File: config.mk
export PLATFORM = sky130hd
export DESIGN_NAME = seq_div
export DESIGN_NICKNAME = d
export VERILOG_FILES = /design/src/rtl/seq_div.sv
export SDC_FILE = /design/constraint.sdc
export NUM_CORES = 1
export LEC_CHECK = 0
export CAP_MARGIN = 20
export CORE_ASPECT_RATIO = 0.7
export CORE_MARGIN = 1.5
export CORE_UTILIZATION = 40
export DETAILED_ROUTE_END_ITERATION = 6
export DONT_BUFFER_PORTS = 1
export GPL_TIMING_DRIVEN = 0
export HOLD_SLACK_MARGIN = 0.08
export PLACE_DENSITY_LB_ADDON = 0.25
export SLEW_MARGIN = 0
export SYNTH_ARGS = -nofsm -noshare
export SYNTH_HDL_FRONTEND = slang
export SYNTH_SLANG_ARGS = --single-unit
export TNS_END_PERCENT = 100
File: constraint.sdc
create_clock -name clk -period 2.05 [get_ports clk]
set_input_delay 0.1025 -clock clk [delete_from_list [all_inputs] [get_ports clk]]
set_output_delay 0.1025 -clock clk [all_outputs]
set_load 0.01 [all_outputs]
File: src/rtl/seq_div.sv
// seq_div: sequential unsigned restoring divider, one shift-subtract step per clock.
//
// Ports:
//   clk    - clock, rising edge
//   reset  - asynchronous reset, active low
//   start  - division request, accepted only while idle
//   a, b   - dividend / divisor (N bits), captured on the accept edge
//   quo    - quotient (registered, held until next completion)
//   rem    - remainder (registered, held until next completion)
//   busy   - division in progress
//   done   - one-cycle pulse when quo/rem update
//   dz     - divide-by-zero flag, valid with done
//
// Build option: define SEQ_DIV_DZ_EN to short-circuit b==0 into a one-cycle
// completion with dz=1. Without it, b==0 runs all N steps and dz is always 0.
module seq_div #(
    parameter int N = 4
) (
    input  logic         clk,
    input  logic         reset,
    input  logic         start,
    input  logic [N-1:0] a,
    input  logic [N-1:0] b,
    output logic [N-1:0] quo,
    output logic [N-1:0] rem,
    output logic         busy,
    output logic         done,
    output logic         dz
);
    localparam int CW = (N > 2) ? $clog2(N) : 1;
    localparam logic [CW-1:0] LAST = CW'(N - 1);

    typedef enum logic {IDLE, RUN} state_e;

    state_e        state_q, state_d;
    logic [CW-1:0] cnt_q, cnt_d;
    logic [N-1:0]  d_q, d_d;
    logic [N-1:0]  q_q, q_d;
    logic [N:0]    r_q, r_d;       // one guard bit so R-D fits without overflow
    logic [N-1:0]  quo_q, quo_d;
    logic [N-1:0]  rem_q, rem_d;
    logic          done_q, done_d;
`ifdef SEQ_DIV_DZ_EN
    logic          dzp_q, dzp_d;   // divisor was zero at accept
    logic          dz_q, dz_d;
`endif

    logic [N:0]    sh_r, t, step_r;
    logic [N-1:0]  sh_q, step_q;

    always_comb begin
        // one restoring step on the current {R,Q}
        sh_r = {r_q[N-1:0], q_q[N-1]};
        sh_q = {q_q[N-2:0], 1'b0};
        t    = sh_r - {1'b0, d_q};
        if (t[N]) begin
            step_r = sh_r;
            step_q = sh_q;
        end else begin
            step_r = t;
            step_q = sh_q | N'(1);
        end

        state_d = state_q;
        cnt_d   = cnt_q;
        d_d     = d_q;
        q_d     = q_q;
        r_d     = r_q;
        quo_d   = quo_q;
        rem_d   = rem_q;
        done_d  = 1'b0;
`ifdef SEQ_DIV_DZ_EN
        dzp_d   = dzp_q;
        dz_d    = dz_q;
`endif

        case (state_q)
            IDLE: begin
                if (start) begin
                    d_d     = b;
                    q_d     = a;
                    r_d     = '0;
                    cnt_d   = '0;
                    state_d = RUN;
`ifdef SEQ_DIV_DZ_EN
                    dzp_d   = (b == '0);
`endif
                end
            end
            RUN: begin
                r_d   = step_r;
                q_d   = step_q;
                cnt_d = cnt_q + CW'(1);
`ifdef SEQ_DIV_DZ_EN
                if (dzp_q) begin
                    // Q still holds the untouched dividend on the first step
                    quo_d   = '1;
                    rem_d   = q_q;
                    dz_d    = 1'b1;
                    done_d  = 1'b1;
                    state_d = IDLE;
                end else if (cnt_q == LAST) begin
                    quo_d   = step_q;
                    rem_d   = step_r[N-1:0];
                    dz_d    = 1'b0;
                    done_d  = 1'b1;
                    state_d = IDLE;
                end
`else
                if (cnt_q == LAST) begin
                    quo_d   = step_q;
                    rem_d   = step_r[N-1:0];
                    done_d  = 1'b1;
                    state_d = IDLE;
                end
`endif
            end
            default: state_d = IDLE;
        endcase
    end

    always_ff @(posedge clk or negedge reset) begin
        if (!reset) begin
            state_q <= IDLE;
            cnt_q   <= '0;
            d_q     <= '0;
            q_q     <= '0;
            r_q     <= '0;
            quo_q   <= '0;
            rem_q   <= '0;
            done_q  <= 1'b0;
`ifdef SEQ_DIV_DZ_EN
            dzp_q   <= 1'b0;
            dz_q    <= 1'b0;
`endif
        end else begin
            state_q <= state_d;
            cnt_q   <= cnt_d;
            d_q     <= d_d;
            q_q     <= q_d;
            r_q     <= r_d;
            quo_q   <= quo_d;
            rem_q   <= rem_d;
            done_q  <= done_d;
`ifdef SEQ_DIV_DZ_EN
            dzp_q   <= dzp_d;
            dz_q    <= dz_d;
`endif
        end
    end

    assign quo  = quo_q;
    assign rem  = rem_q;
    assign done = done_q;
    assign busy = (state_q == RUN);
`ifdef SEQ_DIV_DZ_EN
    assign dz   = dz_q;
`else
    assign dz   = 1'b0;
`endif

endmodule

# Yosys cells after proc, flatten, opt, wreduce, memory -nomap -nowiden
# Index checks and enable logic that the tools add are counted.
# W data, S select, Z words.
dict set report totals {
  regBits 24
  input_bits 11
  out_inout_bits 11
  elab_cells 28
}
dict set report op_classes {
  n_addsub 2
  eq_ne 2
  muxes 13
  n_bitwise 1
  reduce_logical 2
}
# op count
set ops {}
lappend ops {{$pmux W4 S2} 2}
lappend ops {{$mux W4} 3}
lappend ops {{$mux W1} 5}
lappend ops {{$sub A5 B4 Y5} 1}
lappend ops {{$pmux W2 S2} 1}
lappend ops {{$reduce_and A2 Y1} 2}
lappend ops {{$add A2 B1 Y2 const B} 1}
lappend ops {{$eq A2 B2 Y1 const B} 1}
lappend ops {{$mux W2} 1}
lappend ops {{$ne A2 B2 Y1 const B} 1}
lappend ops {{$pmux W1 S2} 1}
lappend ops {{$not A1 Y1} 1}

# Depth between registers and ports, before layout
# Gate-level depths: netlist of the first run.
dict set report logic_depth {
  ltp_word 3
  mapped_depth 9
}

# Worst setup path after synthesis of the first run
# OpenSTA, ideal clock, no wires.
dict set report synth_path {
  path_type {reg2reg}
  start {reg q_q[3]}
  end {reg rem_q[0], in the netlist rem[0]}
  t_arrival_ns 1.924
  required_ns 1.954
  slack_ns 0.030
  path_stages_with_launch 10
  n_path_buf 1
  cell_sequence {dfrtp_1 > inv_1 > ha_1 > inv_1 > fa_1 > a211o_1 > a21o_1 > buf_6 > and3_4 > o31ai_1}
}
dict set report synth_via {
  elab_chain_len 2
}
# item line_no
set synth_lines {}
lappend synth_lines {{start, declared} 38} ;# logic [N-1:0] q_q, q_d;
lappend synth_lines {{start signal, assigned} 140} ;# q_q <= q_d;
lappend synth_lines {{$sub A5 B4 Y5} 55} ;# t = sh_r - {1'b0, d_q};
lappend synth_lines {{$mux W4 *} 56} ;# if (t[N]) begin
lappend synth_lines {{end signal, assigned} 143} ;# rem_q <= rem_d;
lappend synth_lines {{end, declared} 41} ;# logic [N-1:0] rem_q, rem_d;
# Mark *: on every way between the ends. The rest lies on a longest branch, timed or not.
# A chain may end at the register's enable or synchronous reset.

# Final worst setup path of the first run
dict set report layout_path {
  start {reg q_q[3]}
  end {reg r_q[0]}
}
dict set report layout_via {
  elab_chain_len 3
}
# item line_no
set layout_lines {}
lappend layout_lines {{$sub A5 B4 Y5} 55}
lappend layout_lines {{$mux W4 *} 56}
lappend layout_lines {{$pmux W4 S2 *} 77} ;# case (state_q)
lappend layout_lines {{end signal, assigned} 141} ;# r_q <= r_d;
lappend layout_lines {{end, declared} 39} ;# logic [N:0] r_q, r_d;
# Marked as above.

==> results.json, run 1 <==
{
  "nNetsFinal": 155,
  "violations": "negative setup slack",
  "rows": 16,
  "rsz0062_at_grt": "yes",
  "clkLatencyLatePin_ns": 0.27,
  "drive_above_1_share_pct": 24.8,
  "die_h_um": 48.9,
  "synth-edff-count": 0,
  "ant_nets": 0,
  "use_met2_pct": 26.4,
  "top_usage_layer": "met2",
  "synth_async_sr_flop_share_pct": 100,
  "preCtsSetupSlack_ns": -0.175,
  "fin_skew_ns": 0.00741,
  "gr-usage-all-layers_pct": 17.4,
  "cts_sinks": 24,
  "grt_antenna_before_repair": 0,
  "synth_nets": 134,
  "avgSynthCellArea_um2": 10.3,
  "wl_per_cell_um": 15.6,
  "area_delta_synth_final_pct": 28.1,
  "viasPerCell": 5.52,
  "status": "finished with violations",
  "fin_ws_ns": -0.0765,
  "total_power_mw": 3.05,
  "drt_pre_antenna_iters": 4,
  "drtIter0Drc": 48,
  "insertedDiodeCount": 0,
  "netlist_area_um2": 1200,
  "grt_pass1_wl_mm": 4.35,
  "root_buffer": "clkbuf_8",
  "slowest_stage": "dfrtp_1",
  "crit_type": "reg2reg",
  "critical_path.max_stage_delay_ns": 0.40,
  "io_pins": 22,
  "arrival_ns": 2.31,
  "max_freq_mhz": 470,
  "grt_max_degree": 25,
  "gp_congestion": 0.843,
  "place_hpwl_mm": 1.79,
  "yosysSeqAreaShare_pct": 49.9,
  "synthCells": 117,
  "ys_types": 35,
  "synth-main-ff-cell": "dfrtp_1",
  "cts_buffers": 3,
  "critPathRequiredTime_ns": 2.23,
  "dieArea_um2": 3350,
  "core-area_um2": 2820,
  "use_met1_pct": 23.6,
  "ir_drop_mv": 0.898,
  "grt-ovfl-total": 0,
  "maxCapViolCount": 0,
  "p_leak_nw": 0.696,
  "cts_tree": "built",
  "wl_mm": 2.70,
  "dpl_cell_area_um2": 1250,
  "worstPathCellList": "inv_1 > ha_2 > inv_2 > fa_2 > a211o_1 > a21o_1 > buf_6 > and3_4 > o31ai_4",
  "grt_pass1_vias": 981,
  "crit_fanout": 6,
  "cp_num_buf_inv": 3,
  "period_needed_ns": 2.13,
  "met3_usage_pct": 6.00,
  "stdcell_area_um2": 1540,
  "fp.dieW_um": 68.6,
  "setup-violations-final": 6,
  "p_per_area_nw_per_um2": 1980,
  "end_kind": "flip-flop",
  "initial_utilization_pct": 42.6,
  "drc_errors": 0,
  "maxSlewViolCount": 0,
  "vias": 955,
  "portBuffers": 0,
  "cp-start-kind": "flip-flop",
  "yosys_warnings": 0,
  "cpLargestDelayFamily": "compound AO/OA/AOI/OAI gates",
  "hold_viol_final": 0,
  "finalCritPeriodShare_pct": 104,
  "h-tree-depth": 1,
  "cts_buffer_depth": 2,
  "clk_pin_slew_worst_paths_ns": 0.09,
  "synth_seq_cells": 24,
  "hp-class": "in2async"
}
[cells by family after synthesis]
logic type      Yosys count  share of synthesized area [%]
flops                    24                           49.9
compound gates           34                           18.4
xor+xnor                  2                           1.46
other cells               1                          0.312
simple gates             28                           10.6
fa+ha+maj                 6                           6.86
buf+inv                  14                           5.41
mux                       8                           7.07
[cells in the final DEF (no fill, tap or decap), types with 3 or more instances in the layout]
cell and n:
o21ai_0 9, buf_4 7, inv_1 8, nand2_1 13
mux2i_1 4, clkbuf_8 4, nand3_1 3, dfrtp_1 24
a31oi_1 3, ha_1 4, mux2_2 4, dlygate4sd3_1 9
nor2_1 4
[flip-flops by register name, indices dropped and copies added (netlist names)]
register	flops
d_q	4
q_q	4
quo	4
r_q	4
rem	4
cnt_q	2
busy	1
done	1
[routing by layer]
layer | wire length (µm) | part of all wire, %
met5 | 0 | 0
met4 | 16 | 0.59
met3 | 161 | 6.0
met2 | 1240 | 46
met1 | 1290 | 48
[repair_timing]
item / 4_1_cts / 5_1_grt
endpoints found under the setup margin: 7 / 10
endpoints found under the hold margin: 32 / 0
cloned: 0 / 0
pin swaps: 1 / 2
resized for setup: 9 / 13
setup buffers: 3 / 3
hold buffers: 9 / 0
[Yosys cell counts, types with 3 or more instances]
cell	count	area (µm²)
dfrtp_1	24	601
nand3_1	4	20.0
nand2_1	14	52.6
ha_1	5	62.6
a21oi_1	3	15.0
a31oi_1	3	18.8
inv_1	9	33.8
mux2_2	4	45.0
mux2i_1	4	40.0
o21ai_0	12	60.1
o31ai_1	4	30.0
nor2_1	4	15.0
[stage by stage]
step	cells	hold slack (ns)	utilization, %	TNS [ns]
floorplan	117	-0.193	-	0
global placement	153	-0.192	44.2	-0.308
detailed placement	153	-0.192	44.2	-0.471
CTS	169	0.244	51.2	-0.159
global route	173	0.234	54.6	-0.694
finish	173	0.213	54.6	-0.183
[final timing paths]
| kind | endpoint | cells past startpoint | start | slack (ns) |
|---|---|---|---|---|
| worst max-delay path | r_q[0] | 9 | q_q[3] | -0.08 |
| worst min-delay path | rem[3] | 1 | reset | 0.21 |
| worst max register to register | r_q[0] | 9 | q_q[3] | -0.08 |
| worst min register to register | cnt_q[1] | 1 | cnt_q[1] | 0.51 |
| max in group asynchronous | q_q[3] | 2 | reset | 1.36 |
| min in group clk | q_q[0] | 3 | start | 0.25 |
[power by group]
| group | switching (mW) | internal (mW) |
|---|---|---|
| registers | 0.207 | 0.713 |
| logic | 0.994 | 0.810 |
| clock network | 0.156 | 0.172 |
[final cells by class]
type | instances | area (µm²)
well taps | 36 | 45.0
plain buffers | 5 | 31.3
multi-input cells | 79 | 626
clock buffers | 4 | 55.1
inverters | 9 | 33.8
fillers | 249 | 1280
flip-flops and latches | 24 | 601
repair buffers | 16 | 150
(Power assumes the default switching activity.)
==> inputs of run 2 (changes only) <==
- BUFFER_PORTS_ARGS: unset -> -buffer_cell sky130_fd_sc_hd__buf_4
- DONT_BUFFER_PORTS: 1 -> unset
==> run 2 against run 1 <==
Net effect: the run still ends with negative setup slack left; worst setup slack gained 0.042 ns; critical path depth stayed put; largest cell class unchanged; sequential cell count did not move; die area unchanged; first-iteration DRC count increased by 13%.
==> results.json, run 2 (synthesis gave the netlist of run 1 again) <==
{
  "hp-class": "in2reg",
  "preCtsSetupSlack_ns": -0.136,
  "period_needed_ns": 2.08,
  "cts_tree": "built",
  "h-tree-depth": 1,
  "cts_buffer_depth": 2,
  "arrival_ns": 2.23,
  "gr-usage-all-layers_pct": 18.6,
  "place_hpwl_mm": 1.84,
  "cts_buffers": 3,
  "vias": 1012,
  "slowest_stage": "dfrtp_1",
  "status": "finished with violations",
  "drtIter0Drc": 54,
  "rsz0062_at_grt": "yes",
  "worstPathCellList": "inv_1 > ha_2 > inv_2 > fa_2 > a211o_1 > a21o_1 > buf_6 > a21oi_2 > o31ai_4",
  "ir_drop_mv": 0.887,
  "viasPerCell": 5.38,
  "end_kind": "flip-flop",
  "initial_utilization_pct": 42.6,
  "p_leak_nw": 0.771,
  "total_power_mw": 3.24,
  "p_per_area_nw_per_um2": 1970,
  "grt-ovfl-total": 0,
  "wl_per_cell_um": 14.9,
  "die_h_um": 48.9,
  "grt_pass1_vias": 981,
  "final_cell_mix": "26 x buf_4, 24 x dfrtp_1, 13 x nand2_1",
  "cts_sinks": 24,
  "violations": "negative setup slack",
  "portBuffers": 19,
  "final_cells": 188,
  "root_buffer": "clkbuf_8",
  "setup_tns_ns": -0.0598,
  "cp-start-kind": "flip-flop",
  "placed_cells": 172,
  "drive_above_1_share_pct": 36.8,
  "finalCritPeriodShare_pct": 102,
  "io_pins": 22,
  "max_freq_mhz": 480,
  "rows": 16,
  "maxSlewViolCount": 0,
  "fp.dieW_um": 68.6,
  "dieArea_um2": 3350,
  "setup-violations-final": 3,
  "drt_pre_antenna_iters": 4,
  "grt_antenna_before_repair": 0,
  "maxCapViolCount": 0,
  "final_common_cell": "buf_4",
  "nNetsFinal": 170,
  "critical_path.max_stage_delay_ns": 0.40,
  "gp_congestion": 0.830,
  "clk_pin_slew_worst_paths_ns": 0.09,
  "grt_pass1_wl_mm": 4.57,
  "insertedDiodeCount": 0,
  "wl_mm": 2.79,
  "fin_skew_ns": 0.00769,
  "ant_nets": 0,
  "area_delta_synth_final_pct": 36.5,
  "crit_type": "reg2reg",
  "crit_fanout": 6,
  "hold_viol_final": 0,
  "clkLatencyLatePin_ns": 0.27,
  "grt_max_degree": 25,
  "critPathRequiredTime_ns": 2.19,
  "core-area_um2": 2820,
  "fin_ws_ns": -0.0348,
  "drc_errors": 0
}
-- run 2: critical path, delay by kind of cell, from the launching register on --
family                     cells  cell delay, ns
AOI/OAI and AO/OA              4            0.82
adders and majority gates      2            0.50
buffers and inverters          3            0.24
DFF                            1            0.40
-- run 2: final cells by class --
cell class	instances	area [µm²]
Multi-Input combinational cell	79	628
Timing Repair Buffer	31	249
Sequential cell	24	601
Fill cell	241	1180
Clock buffer	4	55.1
Buffer	5	31.3
Inverter	9	33.8
Tap cell	36	45.0
-- run 2: final timing paths --
kind / from / cells past startpoint / slack, ns / endpoint
max: q_q[3] / 9 / -0.03 / rem[0]
min: a[1] / 3 / 0.12 / q_q[1]
max reg2reg: q_q[3] / 9 / -0.03 / rem[0]
min reg2reg: cnt_q[1] / 1 / 0.50 / cnt_q[1]
max in group asynchronous: reset / 2 / 1.54 / r_q[1]
min in group asynchronous: reset / 2 / 0.26 / rem[3]
-- run 2: power breakdown --
group          internal [mW]  switching [mW]  total, mW  leakage (nW)
registers              0.713           0.162      0.875         0.294
logic                  0.964            1.08       2.04         0.449
clock network          0.172           0.152      0.324        0.0288
total                   1.85            1.39       3.24         0.771
-- run 2: routing by layer --
layer  track usage [%]  vias up  share of wire [%]
met3              5.77        4                5.7
li1                  -      485                  -
met2              27.2       32                 46
met1              26.4      491                 47
met4              5.00        0                1.0
met5                 0        -                  0
-- run 2: through the flow --
| stage | hold slack (ns) | area, µm² | utilization (%) |
|---|---|---|---|
| floorplan | -0.193 | 1200 | - |
| global placement | 0.0185 | 1390 | 49.3 |
| detailed placement | 0.0215 | 1390 | 49.3 |
| CTS | 0.127 | 1580 | 56.0 |
| global route | 0.147 | 1640 | 58.2 |
| finish | 0.124 | 1640 | 58.2 |
-- run 2: timing repair --
item	4_1_cts	5_1_grt
resized for setup	11	13
pin swaps	2	5
hold endpoints to repair	28	0
endpoints found under the setup margin	5	10
hold buffers	5	0
buffers inserted	5	2
gates cloned	0	0
==> inputs of run 3 (changes only) <==
--- a/config.mk
+++ b/config.mk
@@ -9,3 +9,2 @@
 export CAP_MARGIN = 20
-export CORE_ASPECT_RATIO = 0.7
 export CORE_MARGIN = 1.5
==> constraint.sdc (replaced) <==
create_clock -name clk -period 2.05 [get_ports clk]
set_input_delay 0.41 -clock clk [delete_from_list [all_inputs] [get_ports clk]]
set_output_delay 0.41 -clock clk [all_outputs]
set_load 0.01 [all_outputs]
==> run 3 against run 2 <==
Net effect: the run still ends with negative setup slack left; non-clock buffer count down 6; first-iteration DRC count fell by 28%; fmax is 0.22% lower; worst setup slack worse by 0.0045 ns; sequential share of layout area increased by 1.6 points; global-route usage decreased by 1.4 points.
==> results.json, run 3 (synthesis gave the netlist of run 1 again) <==
{
  "status": "finished with violations",
  "violations": "negative setup slack",
  "fillCellCount": 258,
  "grt_antenna_before_repair": 0,
  "r2r-start": "q_q[3]",
  "drc_errors": 0,
  "end_kind": "flip-flop",
  "h-tree-depth": 1,
  "fin_skew_ns": 0.0110,
  "final_util_pct": 56.1,
  "min-delay-start": "b[3]",
  "critical_path.max_stage_delay_ns": 0.42,
  "gr-usage-all-layers_pct": 17.1,
  "gp_congestion": 0.899,
  "grt_pass1_wl_mm": 4.45,
  "die_h_um": 57.9,
  "placed_cells": 167,
  "crit_fanout": 6,
  "crit_type": "reg2reg",
  "wl_mm": 2.61,
  "fin_ws_ns": -0.0393,
  "p_sw_share_pct": 42.3,
  "p_clk_share_pct": 11.0,
  "r2r_setup_slack_ns": -0.04,
  "core-area_um2": 2810,
  "maxSlewViolCount": 0,
  "final_cell_mix": "26 x buf_4, 24 x dfrtp_1, 13 x nand2_1",
  "portBuffers": 19,
  "fp.dieW_um": 57.9,
  "crit_path_start": "q_q[3]",
  "cts_sinks": 24,
  "io_pins": 22,
  "setup-violations-final": 4,
  "area_delta_synth_final_pct": 30.7,
  "drtIter0Drc": 39,
  "wl_per_cell_um": 14.7,
  "dieArea_um2": 3350,
  "ir_drop_mv": 0.937,
  "critPathRequiredTime_ns": 2.28,
  "finalCritPeriodShare_pct": 102,
  "hp-class": "in2reg",
  "grt-ovfl-total": 0,
  "drt_pre_antenna_iters": 4,
  "grt_pass1_vias": 979,
  "root_buffer": "clkbuf_4",
  "pwr-share-seq_pct": 27.9,
  "drive_above_1_share_pct": 37.0,
  "p_int_mw": 1.80,
  "cp-start-kind": "flip-flop",
  "power_frac_comb_pct": 61.2,
  "p_switching_mw": 1.32,
  "worstPathCellList": "inv_1 > ha_2 > inv_2 > fa_2 > a211o_1 > a21o_4 > and3_4 > o31ai_2",
  "initial_utilization_pct": 42.9,
  "cts_buffer_depth": 2,
  "p_leak_nw": 0.736,
  "stdcell_area_um2": 1570,
  "hold_viol_final": 0,
  "nNetsFinal": 164,
  "final_common_cell": "buf_4",
  "maxCapViolCount": 0,
  "slowest_stage": "dfrtp_1",
  "cts_tree": "built",
  "viasPerCell": 5.54,
  "period_needed_ns": 2.09,
  "p_per_area_nw_per_um2": 1980,
  "rows": 19,
  "insertedDiodeCount": 0,
  "rsz0062_at_grt": "yes",
  "arrival_ns": 2.32,
  "ant_nets": 0,
  "dpl_cell_area_um2": 1390,
  "place_hpwl_mm": 1.77,
  "grt_max_degree": 25,
  "final_cells": 177,
  "vias": 981,
  "whs_ns": 0.280,
  "clk_pin_slew_worst_paths_ns": 0.14,
  "max_freq_mhz": 479,
  "clkLatencyLatePin_ns": 0.32,
  "cts_buffers": 3
}
run 3: cell types whose count changed in the layout (fill, tap and decap cells not counted), sizes merged:
cell,delta
dlygate4sd3,-4
buf,-2
bufinv,+1
clkbuf,-1
run 3: cell type report:
type                    count  area (µm²)  area share (%)
multi-input cells          79         629            40.0
well taps                  31        38.8            2.47
repair buffers             26         198            12.6
plain buffers               4        20.0            1.27
clock inverters             1        30.0            1.91
inverters                   9        33.8            2.15
clock buffers               3        22.5            1.43
flip-flops and latches     24         601            38.2
run 3: power by group through the flow:
| stage | clock, mW | combinational, mW | sequential, mW |
|---|---|---|---|
| 3_3_place_gp | 0 | 1.41 | 0.862 |
| 4_1_cts | 0.355 | 1.58 | 0.861 |
| 6_report | 0.342 | 1.91 | 0.869 |
| 3_5_place_dp | 0 | 1.46 | 0.872 |
| 2_1_floorplan | 0 | 1.01 | 0.883 |
| 5_1_grt | 0.373 | 2.08 | 0.900 |
run 3: worst max-delay path, delay by kind of cell, from the launching register on:
family | cells | cell delay (ns)
buf+inv | 2 | 0.11
flops | 1 | 0.42
fa+ha+maj | 2 | 0.50
simple gates | 1 | 0.18
compound gates | 3 | 0.81
run 3: per-layer routing:
metal | vias up | part of all wire, % | GRT usage [%]
li1 | 472 | - | -
met1 | 476 | 45 | 23.0
met2 | 29 | 50 | 28.2
met3 | 4 | 4.6 | 4.69
met4 | 0 | 0.73 | 2.99
met5 | - | 0 | 0
run 3: path summary, 6_finish.rpt:
path	end	depth (start not counted)
min in group asynchronous	r_q[3]	2
max in group asynchronous	d_q[0]	2
min	d_q[3]	3
min reg2reg	cnt_q[0]	1
max	r_q[0]	8
max reg2reg	r_q[0]	8
run 3: metrics by stage:
step / TNS [ns] / worst slack (ns) / power, mW
5_1_grt: -0.467 / -0.0840 / 3.35
2_1_floorplan: 0 / 0.0300 / 1.90
6_report: -0.0524 / -0.0393 / 3.12
3_5_place_dp: -0.438 / -0.113 / 2.33
4_1_cts: -0.0545 / -0.0331 / 2.80
3_3_place_gp: -0.286 / -0.111 / 2.27
run 3: what timing repair did:
item,CTS,global route
setup buffers,4,2
hold buffers,1,0
resized for setup,7,17
hold endpoints to repair,24,0
endpoints found under the setup margin,6,9
pin swaps,2,4
